==> config.mk <==
export PLATFORM = sky130hd
export DESIGN_NAME = ibex_rf_wr_sched_flat
export DESIGN_NICKNAME = d
export VERILOG_FILES = /design/src/rtl/ibex_rf_wr_sched_if.sv /design/src/rtl/ibex_rf_wr_sched.sv /design/src/flat_wrapper.sv
export SDC_FILE = /design/constraint.sdc
export NUM_CORES = 1
export LEC_CHECK = 0
export CAP_MARGIN = 20
export CORE_ASPECT_RATIO = 0.8
export CORE_UTILIZATION = 25
export CTS_CLUSTER_SIZE = 12
export DETAILED_ROUTE_END_ITERATION = 16
export PLACE_DENSITY_LB_ADDON = 0.15
export SLEW_MARGIN = 30
export SYNTH_ARGS = -nofsm -noshare
export SYNTH_HDL_FRONTEND = slang
export SYNTH_SLANG_ARGS = --single-unit
==> constraint.sdc <==
create_clock -name clk_int -period 0.9 [get_ports clk_int]
set_input_delay 0.27 -clock clk_int [delete_from_list [all_inputs] [get_ports clk_int]]
set_output_delay 0.27 -clock clk_int [all_outputs]
set_load 0.02 [all_outputs]
==> src/rtl/ibex_rf_wr_sched_if.sv <==
// Writeback-side bundle for ibex_rf_wr_sched: two write requesters, the wipe
// request, and the registered RF write port the scheduler drives.
interface ibex_rf_wr_sched_if #(
    parameter int unsigned DataWidth = 32
);
    logic                 lsu_req_i;
    logic [4:0]           lsu_addr_i;
    logic [DataWidth-1:0] lsu_wdata_i;
    logic                 lsu_gnt_o;
    logic                 ex_req_i;
    logic [4:0]           ex_addr_i;
    logic [DataWidth-1:0] ex_wdata_i;
    logic                 ex_gnt_o;
    logic                 clear_req_i;
    logic                 rf_we_o;
    logic [4:0]           rf_waddr_o;
    logic [DataWidth-1:0] rf_wdata_o;
    logic                 init_done_o;

    // Requester/environment side.
    modport master (
        output lsu_req_i, lsu_addr_i, lsu_wdata_i,
        output ex_req_i, ex_addr_i, ex_wdata_i,
        output clear_req_i,
        input  lsu_gnt_o, ex_gnt_o,
        input  rf_we_o, rf_waddr_o, rf_wdata_o, init_done_o
    );

    // Scheduler side.
    modport slave (
        input  lsu_req_i, lsu_addr_i, lsu_wdata_i,
        input  ex_req_i, ex_addr_i, ex_wdata_i,
        input  clear_req_i,
        output lsu_gnt_o, ex_gnt_o,
        output rf_we_o, rf_waddr_o, rf_wdata_o, init_done_o
    );
endinterface

==> src/rtl/ibex_rf_wr_sched.sv <==
// Shares the single RF write port between LSU (priority) and EX writeback.
// Define RF_WR_SCHED_INIT_EN to compile in the zero-initialisation sweep.
module ibex_rf_wr_sched #(
    parameter bit          RV32E     = 1'b0,
    parameter int unsigned DataWidth = 32
) (
    input logic                clk_int,
    input logic                rst_ni,
    ibex_rf_wr_sched_if.slave  bus
);
    localparam int unsigned NumWords = RV32E ? 16 : 32;
    localparam logic [4:0]  LastAddr = 5'(NumWords - 1);

    logic                 grant_en;
    logic                 lsu_gnt;
    logic                 ex_gnt;
    logic [4:0]           raw_addr;
    logic [4:0]           win_addr;
    logic [DataWidth-1:0] win_wdata;

    logic                 we_reg, we_next;
    logic [4:0]           waddr_reg, waddr_next;
    logic [DataWidth-1:0] wdata_reg, wdata_next;

`ifdef RF_WR_SCHED_INIT_EN
    typedef enum logic {
        INIT = 1'b0,
        IDLE = 1'b1
    } state_e;

    state_e     state_reg, state_next;
    logic [4:0] cnt_reg, cnt_next;
    logic       done_reg, done_next;

    always_ff @(posedge clk_int or negedge rst_ni) begin
        if (!rst_ni) begin
            state_reg <= INIT;
            cnt_reg   <= 5'd1;
        end else begin
            state_reg <= state_next;
            cnt_reg   <= cnt_next;
        end
    end

    always_comb begin
        state_next = state_reg;
        cnt_next   = cnt_reg;
        case (state_reg)
            INIT: begin
                if (cnt_reg == LastAddr) begin
                    state_next = IDLE;
                    cnt_next   = 5'd1;
                end else begin
                    cnt_next = cnt_reg + 5'd1;
                end
            end
            IDLE: begin
                // A wipe request while already sweeping is not a restart.
                if (bus.clear_req_i) begin
                    state_next = INIT;
                end
            end
            default: state_next = INIT;
        endcase
    end

    assign grant_en = rst_ni & (state_reg == IDLE);
`else
    logic unused_clear;

    assign unused_clear = bus.clear_req_i;
    assign grant_en     = rst_ni;
`endif

    // Output process: grants are combinational, RF port values are next-state.
    always_comb begin
        lsu_gnt   = grant_en & bus.lsu_req_i;
        ex_gnt    = grant_en & bus.ex_req_i & ~bus.lsu_req_i;
        raw_addr  = bus.lsu_req_i ? bus.lsu_addr_i : bus.ex_addr_i;
        win_addr  = RV32E ? {1'b0, raw_addr[3:0]} : raw_addr;
        win_wdata = bus.lsu_req_i ? bus.lsu_wdata_i : bus.ex_wdata_i;

        we_next    = 1'b0;
        waddr_next = waddr_reg;
        wdata_next = wdata_reg;
`ifdef RF_WR_SCHED_INIT_EN
        done_next  = done_reg;
        if (state_reg == INIT) begin
            we_next    = 1'b1;
            waddr_next = cnt_reg;
            wdata_next = '0;
            if (cnt_reg == LastAddr) begin
                done_next = 1'b1;
            end
        end else begin
            if (bus.clear_req_i) begin
                done_next = 1'b0;
            end
`endif
            // x0 is hardwired: the request is consumed without a write.
            if ((lsu_gnt | ex_gnt) && (win_addr != 5'd0)) begin
                we_next    = 1'b1;
                waddr_next = win_addr;
                wdata_next = win_wdata;
            end
`ifdef RF_WR_SCHED_INIT_EN
        end
`endif
    end

    always_ff @(posedge clk_int or negedge rst_ni) begin
        if (!rst_ni) begin
            we_reg    <= 1'b0;
            waddr_reg <= 5'd0;
            wdata_reg <= '0;
        end else begin
            we_reg    <= we_next;
            waddr_reg <= waddr_next;
            wdata_reg <= wdata_next;
        end
    end

`ifdef RF_WR_SCHED_INIT_EN
    always_ff @(posedge clk_int or negedge rst_ni) begin
        if (!rst_ni) begin
            done_reg <= 1'b0;
        end else begin
            done_reg <= done_next;
        end
    end

    assign bus.init_done_o = done_reg;
`else
    assign bus.init_done_o = 1'b1;
`endif

    assign bus.lsu_gnt_o  = lsu_gnt;
    assign bus.ex_gnt_o   = ex_gnt;
    assign bus.rf_we_o    = we_reg;
    assign bus.rf_waddr_o = waddr_reg;
    assign bus.rf_wdata_o = wdata_reg;
endmodule
==> src/flat_wrapper.sv <==
// flat-port wrapper written by rule: the top's interface ports become plain ports
module ibex_rf_wr_sched_flat 
#(
    parameter bit          RV32E     = 1'b0,
    parameter int unsigned DataWidth = 32
)
  (clk_int, rst_ni, bus_lsu_req_i, bus_lsu_addr_i, bus_lsu_wdata_i, bus_ex_req_i, bus_ex_addr_i, bus_ex_wdata_i, bus_clear_req_i, bus_lsu_gnt_o, bus_ex_gnt_o, bus_rf_we_o, bus_rf_waddr_o, bus_rf_wdata_o, bus_init_done_o);
  ibex_rf_wr_sched_if #(.DataWidth(DataWidth)) bus_i ();
  input logic clk_int;
  input logic rst_ni;
  input wire logic [$bits(bus_i.lsu_req_i)-1:0] bus_lsu_req_i;
  input wire logic [$bits(bus_i.lsu_addr_i)-1:0] bus_lsu_addr_i;
  input wire logic [$bits(bus_i.lsu_wdata_i)-1:0] bus_lsu_wdata_i;
  input wire logic [$bits(bus_i.ex_req_i)-1:0] bus_ex_req_i;
  input wire logic [$bits(bus_i.ex_addr_i)-1:0] bus_ex_addr_i;
  input wire logic [$bits(bus_i.ex_wdata_i)-1:0] bus_ex_wdata_i;
  input wire logic [$bits(bus_i.clear_req_i)-1:0] bus_clear_req_i;
  output wire logic [$bits(bus_i.lsu_gnt_o)-1:0] bus_lsu_gnt_o;
  output wire logic [$bits(bus_i.ex_gnt_o)-1:0] bus_ex_gnt_o;
  output wire logic [$bits(bus_i.rf_we_o)-1:0] bus_rf_we_o;
  output wire logic [$bits(bus_i.rf_waddr_o)-1:0] bus_rf_waddr_o;
  output wire logic [$bits(bus_i.rf_wdata_o)-1:0] bus_rf_wdata_o;
  output wire logic [$bits(bus_i.init_done_o)-1:0] bus_init_done_o;
  assign bus_i.lsu_req_i = bus_lsu_req_i;
  assign bus_i.lsu_addr_i = bus_lsu_addr_i;
  assign bus_i.lsu_wdata_i = bus_lsu_wdata_i;
  assign bus_i.ex_req_i = bus_ex_req_i;
  assign bus_i.ex_addr_i = bus_ex_addr_i;
  assign bus_i.ex_wdata_i = bus_ex_wdata_i;
  assign bus_i.clear_req_i = bus_clear_req_i;
  assign bus_lsu_gnt_o = bus_i.lsu_gnt_o;
  assign bus_ex_gnt_o = bus_i.ex_gnt_o;
  assign bus_rf_we_o = bus_i.rf_we_o;
  assign bus_rf_waddr_o = bus_i.rf_waddr_o;
  assign bus_rf_wdata_o = bus_i.rf_wdata_o;
  assign bus_init_done_o = bus_i.init_done_o;
  ibex_rf_wr_sched #(.RV32E(RV32E), .DataWidth(DataWidth)) u_core (.clk_int(clk_int), .rst_ni(rst_ni), .bus(bus_i));
endmodule
==> impl_metrics.ini <==
[synthesis]
synth_area_um2 = 2020
avgSynthCellArea_um2 = 14.8
postSynthCellCount = 136
synth_nets = 215
ys_seq_elements = 38
ys_warn_count = 0
netlist-cell-type-count = 20
ys_seq_area_share_pct = 47.1

[route]
met3WireLength_um = 418
drc_errors = 0
top_layer = met4
vias = 1614
via_per_inst = 4.10
dr_wl_met2_um = 2830
drtIter0Drc = 17
wl_um = 5730
drtAntennaViolNets = 0
first_pass_iters = 4
routedWlPerCell_um = 14.5
wl_met1_um = 2430

[pwr]
power_w = 0.00595
vdd_drop_max_mv = 0.603
power.density_nw_per_um2 = 1560
leakage_nw = 1.73

[critical_path]
crit_arrival_ns = 1.62
path_class = primary input to register
cpLargestDelayFamily = compound AO/OA/AOI/OAI gates
crit_buf_inv = 4
rrSetupSlack_ns = -0.11
required_ns = 1.07
r2r-end = u_core.bus.rf_wdata_o[29]$_DFFE_PN0P_
cp_slowest_stage_delay_ns = 0.29
setup.worst_path.start_class = primary input
crit_chain = buf_6 > buf_4 > o21ai_0 > a21oi_2 > a21o_4 > buf_12 > buf_16 > mux2_4
cp-end-kind = register
crit_slowest_cell = mux2_4
crit_fanout = 8
r2r_cells = 3
r2r-start = u_core.bus.rf_wdata_o[29]$_DFFE_PN0P_

[clock_tree]
cts_max_path_buffers = 2
cts_made_buffers = 5
cts_root_buffer = clkbuf_8
holdBufCountCts = 0
path_clk_slew_ns = 0.07
clk_latency_ns = 0.28
h-tree-depth = 2
cts_tree = built
cts.sinks = 38

[global_routing]
grt_pass1_vias = 1707
overflow = 0
grt_max_degree = 26
grt_pass1_wl_um = 8570
antenna_found_initial = 0
grt_usage_pct = 13.9

[floorplanning]
die_h_um = 82.4
initial_utilization_pct = 26.5
rows = 28
coreArea_um2 = 7600
die_w_um = 102
io_pins = 120
dieArea_um2 = 8440

[timing]
hold_violations = 0
clock_skew_ns = 0
setup_viol = 77
fin_crit_sh_pct = 162
layout_min_cycle_time_ns = 1.46
rsz0062_at_grt = yes
fmax_ghz = 0.687
worst_hold_slack_ns = 0.0383
finalWorstSetupSlack_ns = -0.556
timing.setup.tns_ns = -26.46
slew_viol_final = 0

[placed_design]
place_congestion = 0.812
place.port_buffers = 117
dp_worst_setup_slack_ns = -1.05
post-dp-hpwl_um = 3910

[layout]
syn2layout_area_growth_pct = 89.5
register_area_um2 = 951
diodes = 0
final_core_util_pct = 50.3
layout-drive-gt1-share_pct = 58.1
multiInputGateArea_um2 = 1030
fill_cells = 683
nets = 368

[flow_run]
maxCapViolCount = 0

[worst_hold_path]
hold_path_class = primary input to asynchronous set/reset pin

[status]
failed_checks = negative setup slack
outcome = complete, but fails checks
cell usage in the layout, fill, tap and decap left out, drive strengths merged, types with 2 or more instances in the layout:
cell type / n
buf: 81
mux2: 70
clkdlybuf4s50: 64
dfrtp: 38
clkbuf: 11
dlygate4sd2: 5
nand2: 4
o21ai: 2
nor2: 2
a21o: 2
cells in the mapped netlist:
library cell,number,share of area [%]
buf_2,1,0.25
mux2_2,42,23
buf_1,3,0.56
mux2_4,28,21
nor2_1,2,0.37
buf_6,4,2.2
o2bb2ai_1,1,0.43
buf_4,1,0.37
nand2_1,4,0.74
a21o_1,2,0.74
and2_1,1,0.31
conb_1,1,0.19
nor3_1,1,0.25
a22o_1,1,0.43
o21ai_0,2,0.50
dfrtp_1,38,47
and3b_1,1,0.43
nor3b_1,1,0.37
inv_1,1,0.19
a21oi_1,1,0.25
cells by family (layout without fill, tap and decap cells):
| logic type | count (synthesis) | after routing | synth area share (%) |
|---|---|---|---|
| AOI/OAI and AO/OA | 7 | 7 | 2.36 |
| muxes | 70 | 70 | 44.3 |
| and+or+nand+nor | 10 | 10 | 2.48 |
| DFF | 38 | 38 | 47.1 |
| buffers and inverters | 10 | 163 | 3.60 |
| other | 1 | 1 | 0.186 |
registers in the layout, indices dropped and copies added (netlist names):
| register | flops |
|---|---|
| u_core.bus.rf_waddr_o | 5 |
| u_core.bus.rf_wdata_o | 32 |
| u_core.bus.rf_we_o | 1 |
final cells by class:
type                            count  area share (%)
Sequential cell                    38            24.9
Multi-Input combinational cell     88            26.9
Tap cell                          105            3.44
Clock buffer                        7            2.00
Inverter                            1          0.0982
Timing Repair Buffer              155            42.7
report_power, final:
| group | leakage [nW] | internal [W] | switching, W |
|---|---|---|---|
| sequential | 0.446 | 0.00201 | 0.000213 |
| combinational | 1.25 | 0.00170 | 0.000959 |
| clock | 0.0383 | 0.000533 | 0.000539 |
routing by layer:
| layer | global-route usage, % | up-vias |
|---|---|---|
| met5 | 0 | - |
| met4 | 4.43 | 0 |
| met3 | 4.29 | 7 |
| met2 | 23.7 | 55 |
| met1 | 16.8 | 758 |
| li1 | - | 794 |
tightest hold or removal path: cells and delay by family:
kind / cells / cell delay, ns
buffers and inverters: 3 / 0.41
repair_timing:
item,4_1_cts,5_1_grt
setup buffers,15,5
gates resized for setup,273,13
pin swaps,9,7
setup endpoints to repair,78,77
cloned,5,0
per-stage QoR:
stage / instance area (µm²) / std cells
2_1_floorplan: 2030 / 136
3_3_place_gp: 3380 / 363
3_5_place_dp: 3380 / 363
4_1_cts: 3790 / 389
5_1_grt: 3820 / 394
6_report: 3820 / 394
worst max-delay path by stage:
| stage | startpoint | to | slack [ns] | cells after the start |
|---|---|---|---|---|
| after floorplan | rst_ni | u_core.bus.rf_waddr_o[1]$_DFFE_PN0P_ | -0.66 | 6 |
| after CTS | bus_ex_req_i | u_core.bus.rf_waddr_o[3]$_DFFE_PN0P_ | -0.49 | 7 |
| after global placement | bus_ex_req_i | u_core.bus.rf_wdata_o[9]$_DFFE_PN0P_ | -1.03 | 6 |
| after global routing | bus_ex_req_i | u_core.bus.rf_waddr_o[3]$_DFFE_PN0P_ | -0.56 | 8 |
| after detailed placement | bus_ex_req_i | u_core.bus.rf_wdata_o[8]$_DFFE_PN0P_ | -1.05 | 6 |
| final | bus_ex_req_i | u_core.bus.rf_wdata_o[17]$_DFFE_PN0P_ | -0.56 | 8 |
Power figures use the tool's default switching activity.
